File: config.mk
export PLATFORM = sky130hd
export DESIGN_NAME = i2c_reg_ctrl
export DESIGN_NICKNAME = d
export VERILOG_FILES = /design/src/rtl/i2c_reg_ctrl_pkg.sv /design/src/rtl/i2c_reg_ctrl_edge_detect.sv /design/src/rtl/i2c_reg_ctrl.sv
export SDC_FILE = /design/constraint.sdc
export NUM_CORES = 1
export LEC_CHECK = 0
export ABC_AREA = 1
export CORE_ASPECT_RATIO = 1.5
export CORE_UTILIZATION = 40
export DETAILED_ROUTE_END_ITERATION = 8
export PLACE_DENSITY = 0.7
export SYNTH_ARGS = -nofsm -noshare
export SYNTH_HDL_FRONTEND = slang
export SYNTH_HIERARCHICAL = 1
export SYNTH_SLANG_ARGS = --single-unit
File: constraint.sdc
create_clock -name clk -period 3.5 [get_ports clk]
set_input_delay 0.7 -clock clk [delete_from_list [all_inputs] [get_ports clk]]
set_output_delay 0.7 -clock clk [all_outputs]
set_load 0.005 [all_outputs]
File: src/rtl/i2c_reg_ctrl_pkg.sv
// i2c_reg_ctrl_pkg: shared types and defaults for the I2C register-map controller.
package i2c_reg_ctrl_pkg;

   localparam int unsigned BYTE_W         = 8;
   localparam int unsigned DEFAULT_ADDR_W = 4;
   localparam logic [BYTE_W-1:0] DEFAULT_RESET_VAL = 8'h00;

   typedef enum logic [1:0] {
      IDLE      = 2'd0,
      ADDRESSED = 2'd1,
      WRITE     = 2'd2,
      READ      = 2'd3
   } state_t;

   // The slave shifts bytes MSB-first into index 0, so its buffers are bit-reversed values.
   function automatic logic [BYTE_W-1:0] bit_rev(input logic [BYTE_W-1:0] b);
      return {<<{b}};
   endfunction

endpackage

File: src/rtl/i2c_reg_ctrl_edge_detect.sv
// edge_detect: one-flop history giving combinational rise/fall strobes.
module edge_detect (
   input  logic clk,
   input  logic reset,
   input  logic din,
   output logic rise_c,
   output logic fall_c
);

   logic prev_q;

   // Remember last cycle's level.
   always_ff @(posedge clk) begin
      if (reset) prev_q <= 1'b0;
      else       prev_q <= din;
   end

   assign rise_c = din & ~prev_q;
   assign fall_c = ~din & prev_q;

endmodule

File: src/rtl/i2c_reg_ctrl.sv
// i2c_reg_ctrl: pointer-addressed register file sequenced by the i2c_slave byte handshake.
// Optional macro I2C_REG_CTRL_WRITE_PROTECT_EN makes indices >= RO_BASE read-only over I2C.
module i2c_reg_ctrl
   import i2c_reg_ctrl_pkg::*;
#(
   parameter int unsigned ADDR_W = DEFAULT_ADDR_W,
`ifdef I2C_REG_CTRL_WRITE_PROTECT_EN
   parameter int unsigned RO_BASE = 12,
`endif
   parameter logic [BYTE_W-1:0] RESET_VAL = DEFAULT_RESET_VAL
) (
   input  logic                                 clk,
   input  logic                                 reset,
   input  logic                                 slave_asserted,
   input  logic                                 slave_in_tx_mode,
   input  logic                                 slave_tx_request,
   input  logic [BYTE_W-1:0]                    slave_rx_buffer,
   input  logic                                 slave_rx_available,
   output logic [BYTE_W-1:0]                    slave_tx_buffer,
   input  logic                                 host_we,
   input  logic [ADDR_W-1:0]                    host_addr,
   input  logic [BYTE_W-1:0]                    host_wdata,
   output logic [BYTE_W*(1<<ADDR_W)-1:0]        regs_flat,
   output logic                                 wr_valid,
   output logic [ADDR_W-1:0]                    wr_addr,
   output logic [BYTE_W-1:0]                    wr_data,
   output logic [ADDR_W-1:0]                    ptr
);

   localparam int unsigned NUM_REGS = 1 << ADDR_W;

   logic asserted_rise_c, asserted_fall_c;
   logic tx_rise_c, tx_fall_c;
   logic rx_rise_c, rx_fall_c;

   state_t              state_q, state_d;
   logic [ADDR_W-1:0]   ptr_q, ptr_d, ptr_inc_c;
   logic [BYTE_W-1:0]   tx_q, tx_d;
   logic                wr_valid_q, wr_valid_d;
   logic [ADDR_W-1:0]   wr_addr_q, wr_addr_d;
   logic [BYTE_W-1:0]   wr_data_q, wr_data_d;
   logic                i2c_we_c;
   logic                wr_allowed_c;
   logic [BYTE_W-1:0]   rx_byte_c;
   logic [BYTE_W-1:0]   regs_q [NUM_REGS];

   edge_detect u_asserted_edge (.clk(clk), .reset(reset), .din(slave_asserted),
                                .rise_c(asserted_rise_c), .fall_c(asserted_fall_c));
   edge_detect u_tx_edge       (.clk(clk), .reset(reset), .din(slave_tx_request),
                                .rise_c(tx_rise_c), .fall_c(tx_fall_c));
   edge_detect u_rx_edge       (.clk(clk), .reset(reset), .din(slave_rx_available),
                                .rise_c(rx_rise_c), .fall_c(rx_fall_c));

   assign rx_byte_c = bit_rev(slave_rx_buffer);
   assign ptr_inc_c = ptr_q + ADDR_W'(1);

`ifdef I2C_REG_CTRL_WRITE_PROTECT_EN
   assign wr_allowed_c = (32'(ptr_q) < RO_BASE);
`else
   assign wr_allowed_c = 1'b1;
`endif

   // Next-state and next-output decode for the byte sequencer.
   always_comb begin
      state_d    = state_q;
      ptr_d      = ptr_q;
      tx_d       = tx_q;
      wr_valid_d = 1'b0;
      wr_addr_d  = wr_addr_q;
      wr_data_d  = wr_data_q;
      i2c_we_c   = 1'b0;
      case (state_q)
         IDLE: begin
            if (asserted_rise_c) state_d = ADDRESSED;
         end
         ADDRESSED: begin
            if (rx_rise_c) begin
               ptr_d   = rx_byte_c[ADDR_W-1:0];
               state_d = WRITE;
            end else if (tx_rise_c && slave_in_tx_mode) begin
               tx_d    = bit_rev(regs_q[ptr_q]);
               ptr_d   = ptr_inc_c;
               state_d = READ;
            end
         end
         WRITE: begin
            if (rx_rise_c) begin
               ptr_d = ptr_inc_c;
               if (wr_allowed_c) begin
                  i2c_we_c   = 1'b1;
                  wr_valid_d = 1'b1;
                  wr_addr_d  = ptr_q;
                  wr_data_d  = rx_byte_c;
               end
            end
         end
         READ: begin
            // Prefetch: the next byte loads while the previous ACK is still pending.
            if (tx_rise_c) begin
               tx_d  = bit_rev(regs_q[ptr_q]);
               ptr_d = ptr_inc_c;
            end
         end
         default: state_d = IDLE;
      endcase
      if (asserted_fall_c) state_d = IDLE;
   end

   // Sequencer state and registered outputs.
   always_ff @(posedge clk) begin
      if (reset) begin
         state_q    <= IDLE;
         ptr_q      <= '0;
         tx_q       <= '0;
         wr_valid_q <= 1'b0;
         wr_addr_q  <= '0;
         wr_data_q  <= '0;
      end else begin
         state_q    <= state_d;
         ptr_q      <= ptr_d;
         tx_q       <= tx_d;
         wr_valid_q <= wr_valid_d;
         wr_addr_q  <= wr_addr_d;
         wr_data_q  <= wr_data_d;
      end
   end

   // Register file; the I2C write is issued last so it wins a same-index collision.
   always_ff @(posedge clk) begin
      if (reset) begin
         for (int unsigned i = 0; i < NUM_REGS; i++) regs_q[i] <= RESET_VAL;
      end else begin
         if (host_we)  regs_q[host_addr] <= host_wdata;
         if (i2c_we_c) regs_q[ptr_q]     <= rx_byte_c;
      end
   end

   // Flatten the file for the rest of the design.
   for (genvar i = 0; i < NUM_REGS; i++) begin : g_flat
      assign regs_flat[BYTE_W*i +: BYTE_W] = regs_q[i];
   end

   assign slave_tx_buffer = tx_q;
   assign wr_valid        = wr_valid_q;
   assign wr_addr         = wr_addr_q;
   assign wr_data         = wr_data_q;
   assign ptr             = ptr_q;

endmodule

==> results.md <==
* Peak VDD IR at between 0.2 and 0.3 mV
* TritonCTS clock tree: built
* Area taken by multi-input logic gates at roughly 0.0034 mm2
* Max cap viols at 0
* GRT Total Usage at between 20% and 30%
* Root Driver: clkbuf_16
* Int Pwr at ~0.0035 W
* Initial antenna violation count at 0
* Setup Viol. Count Final at 0
* Slew Limit Headroom at about 24%
* Std-Cell Rows at between 60 and 70
* Cts repair resizes at 0
* Clk sinks at about 160
* Die width at 122 um
* R2r setup slk at 0.84 ns
* # DRC at 0
* WP data arrival at approximately 2.9 ns
* Hold_buf cts at 0
* Fill cell count at between 1500 and 2000
* Unrepaired setup endpoints after global routing: no
* Reg area at between 0.004 and 0.005 mm2
* Worst-margin pin slew at roughly 1.1 ns
* Clk_lat worst skew at 0.44 ns
* Worst min path class: reg -> reg
* Final ANT Viol Nets at 0
* Syn Nets at approximately 1100
* Setup ws final at 0.708 ns
* FF-to-FF Start: state_q[1]$_SDFFE_PP0P_
* Initial Utilization at just over 40%
* Vias after detailed routing at roughly 8400
* Setup TNS at 0 ns
* Startpoint types: primary input
* WL final at between 30 and 40 mm
* Hold Crit Depth at 2
* Hold Path Sink: wr_data[3]$_SDFFE_PP0P_
* Pwr/cell area at 429 mW/mm2
* Deepest clock path buffer count at 2
* R2R depth at 6
* Pins Over Slew Limit at 0
* Avg Cell Area, Syn at between 8 and 9 um2
* WL/cell at between 20 and 25 um
* Drt first-iter violations at 770
* Final GP Congestion at between 1 and 1.5
* Post-Layout Cell Count at around 1500
* Total power at approximately 0.005 W
* Tmin final at 2.79 ns
* Nets at between 1000 and 1500
* Total grt overflow at 0
* Clock skew at roughly 0.011 ns
* Critical path class: in -> reg
* Leak Pwr at ~4.4 nW
* Gate Count Post-Synth at roughly 1100
* Htree depth at 4
* Layout area overhead at 30.2%
* FMAX at roughly 0.36 GHz
* Share of layout cells above drive strength 1 at 6.37%
* Fin crit share at roughly four fifths
* Vias in the first global route at a little under 8000
* Reg clk slew, reported paths at roughly 0.07 ns
* First-pass GRT wire length at roughly 46 mm
* Mapped Area at 0.00870 mm2
* Post-DP HPWL at around 22 mm
* CP Capture Type: flop
* Worst-path fanout max at 17
* Status: complete, no violations
* RR Endpoint: regs_q[0][1]$_DFFE_PP_
* IO Port Bufs at around 180
* Net Sw Power at 0.00138 W
* Switching Share at between 20% and 30%
* Setup bufs post-CTS at 0
* Via density at 5.65
* Clock share of power at 39.2%
* Hold Crit Start: wr_data[3]$_SDFFE_PP0P_
* # IOs at 180
* Final hold viol count at 0
* Largest net degree at the start of global routing at 65
* Die ar. at 0.0224 mm2
* Flop pwr share at about 46%
* Synth warn at 6
* TritonCTS Buffers at 17
* Placed cell count at between 1000 and 1500
* Core Area at around 0.021 mm2
* Data required, critical path at around 3.6 ns
* Die Y-Extent at approximately 180 um
* Worst slack, placed at 0.294 ns
* Combinational power share at 14.8%
* Ant. Diodes at 0
* Drt pass-1 iters at 6
## critical path: stages
cell,delay [ns]
clkdlybuf4s50_1,0.45
inv_1,0.05
nor2_1,0.19
nand2_4,0.18
nor2_8,0.31
nand4_1,0.50
nand2_1,0.49
## state kept, by name, summed over array words and instances (netlist names), named ones only
register                flops
slave_tx_buffer             8
regs_q                    128
u_tx_edge/prev_q            1
wr_data                     8
state_q                     2
u_rx_edge/prev_q            1
u_asserted_edge/prev_q      1
wr_valid                    1
ptr                         4
wr_addr                     4
## worst max path at each step
stage / end / depth (start not counted) / startpoint / slack (ns)
after global routing: regs_q[0][1]$_DFFE_PP_ / 7 / slave_rx_available / 0.43
after CTS: regs_q[0][5]$_DFFE_PP_ / 7 / slave_rx_available / 0.75
after floorplan: regs_q[10][0]$_DFFE_PP_ / 7 / slave_rx_available / 1.17
after detailed placement: regs_q[0][6]$_DFFE_PP_ / 7 / slave_rx_available / 0.29
final: regs_q[0][1]$_DFFE_PP_ / 7 / slave_rx_available / 0.71
after global placement: regs_q[0][6]$_DFFE_PP_ / 7 / slave_rx_available / 0.39
## power by group through the flow
stage	Sequential (W)	Combinational, W	Clock (W)
CTS	0.00224	0.000705	0.00190
detailed placement	0.00228	0.000703	0
global route	0.00224	0.000767	0.00197
global placement	0.00228	0.000698	0
finish	0.00224	0.000717	0.00191
floorplan	0.00224	0.000367	0
## through the flow
stage | area [um2] | utilization (%) | hold WS (ns)
detailed placement | 10700 | 50.7 | 0.453
global placement | 10700 | 50.7 | 0.457
finish | 11300 | 53.6 | 0.469
global route | 11300 | 53.6 | 0.491
CTS | 11300 | 53.6 | 0.470
floorplan | 8700 | - | 0.457
## placed cells by master (no fill, tap or decap), drive strengths merged
cell type,instances
edfxtp,128
clkinv,6
a21oi,26
nor2,42
clkbuf,19
nand3,241
nand2,233
a2111oi,1
o21ai,136
nand3b,10
a211oi,2
buf,31
inv,119
o2111ai,1
nand4,8
clkdlybuf4s50,179
ha,4
xor2,2
bufinv,1
or2,1
dfxtp,34
## per-layer routing
layer / vias up / share of wire, % / routed length (um) / GRT usage [%]
li1: 3890 / - / - / -
met1: 3891 / 34 / 10800 / 32.3
met2: 515 / 50 / 15900 / 48.4
met3: 139 / 8.8 / 2800 / 4.66
met4: 0 / 7.1 / 2250 / 21.4
met5: - / 0 / 0 / 0
## cell type report
cell class                      count  area share, %
Sequential cell                   162           39.9
Timing Repair Buffer              210           17.9
Tap cell                          268           2.96
Clock inverter                     13           1.25
Multi-Input combinational cell    707           30.1
Inverter                          113           3.74
Clock buffer                       19           4.10
No activity file was read; power rests on OpenSTA's default activity.
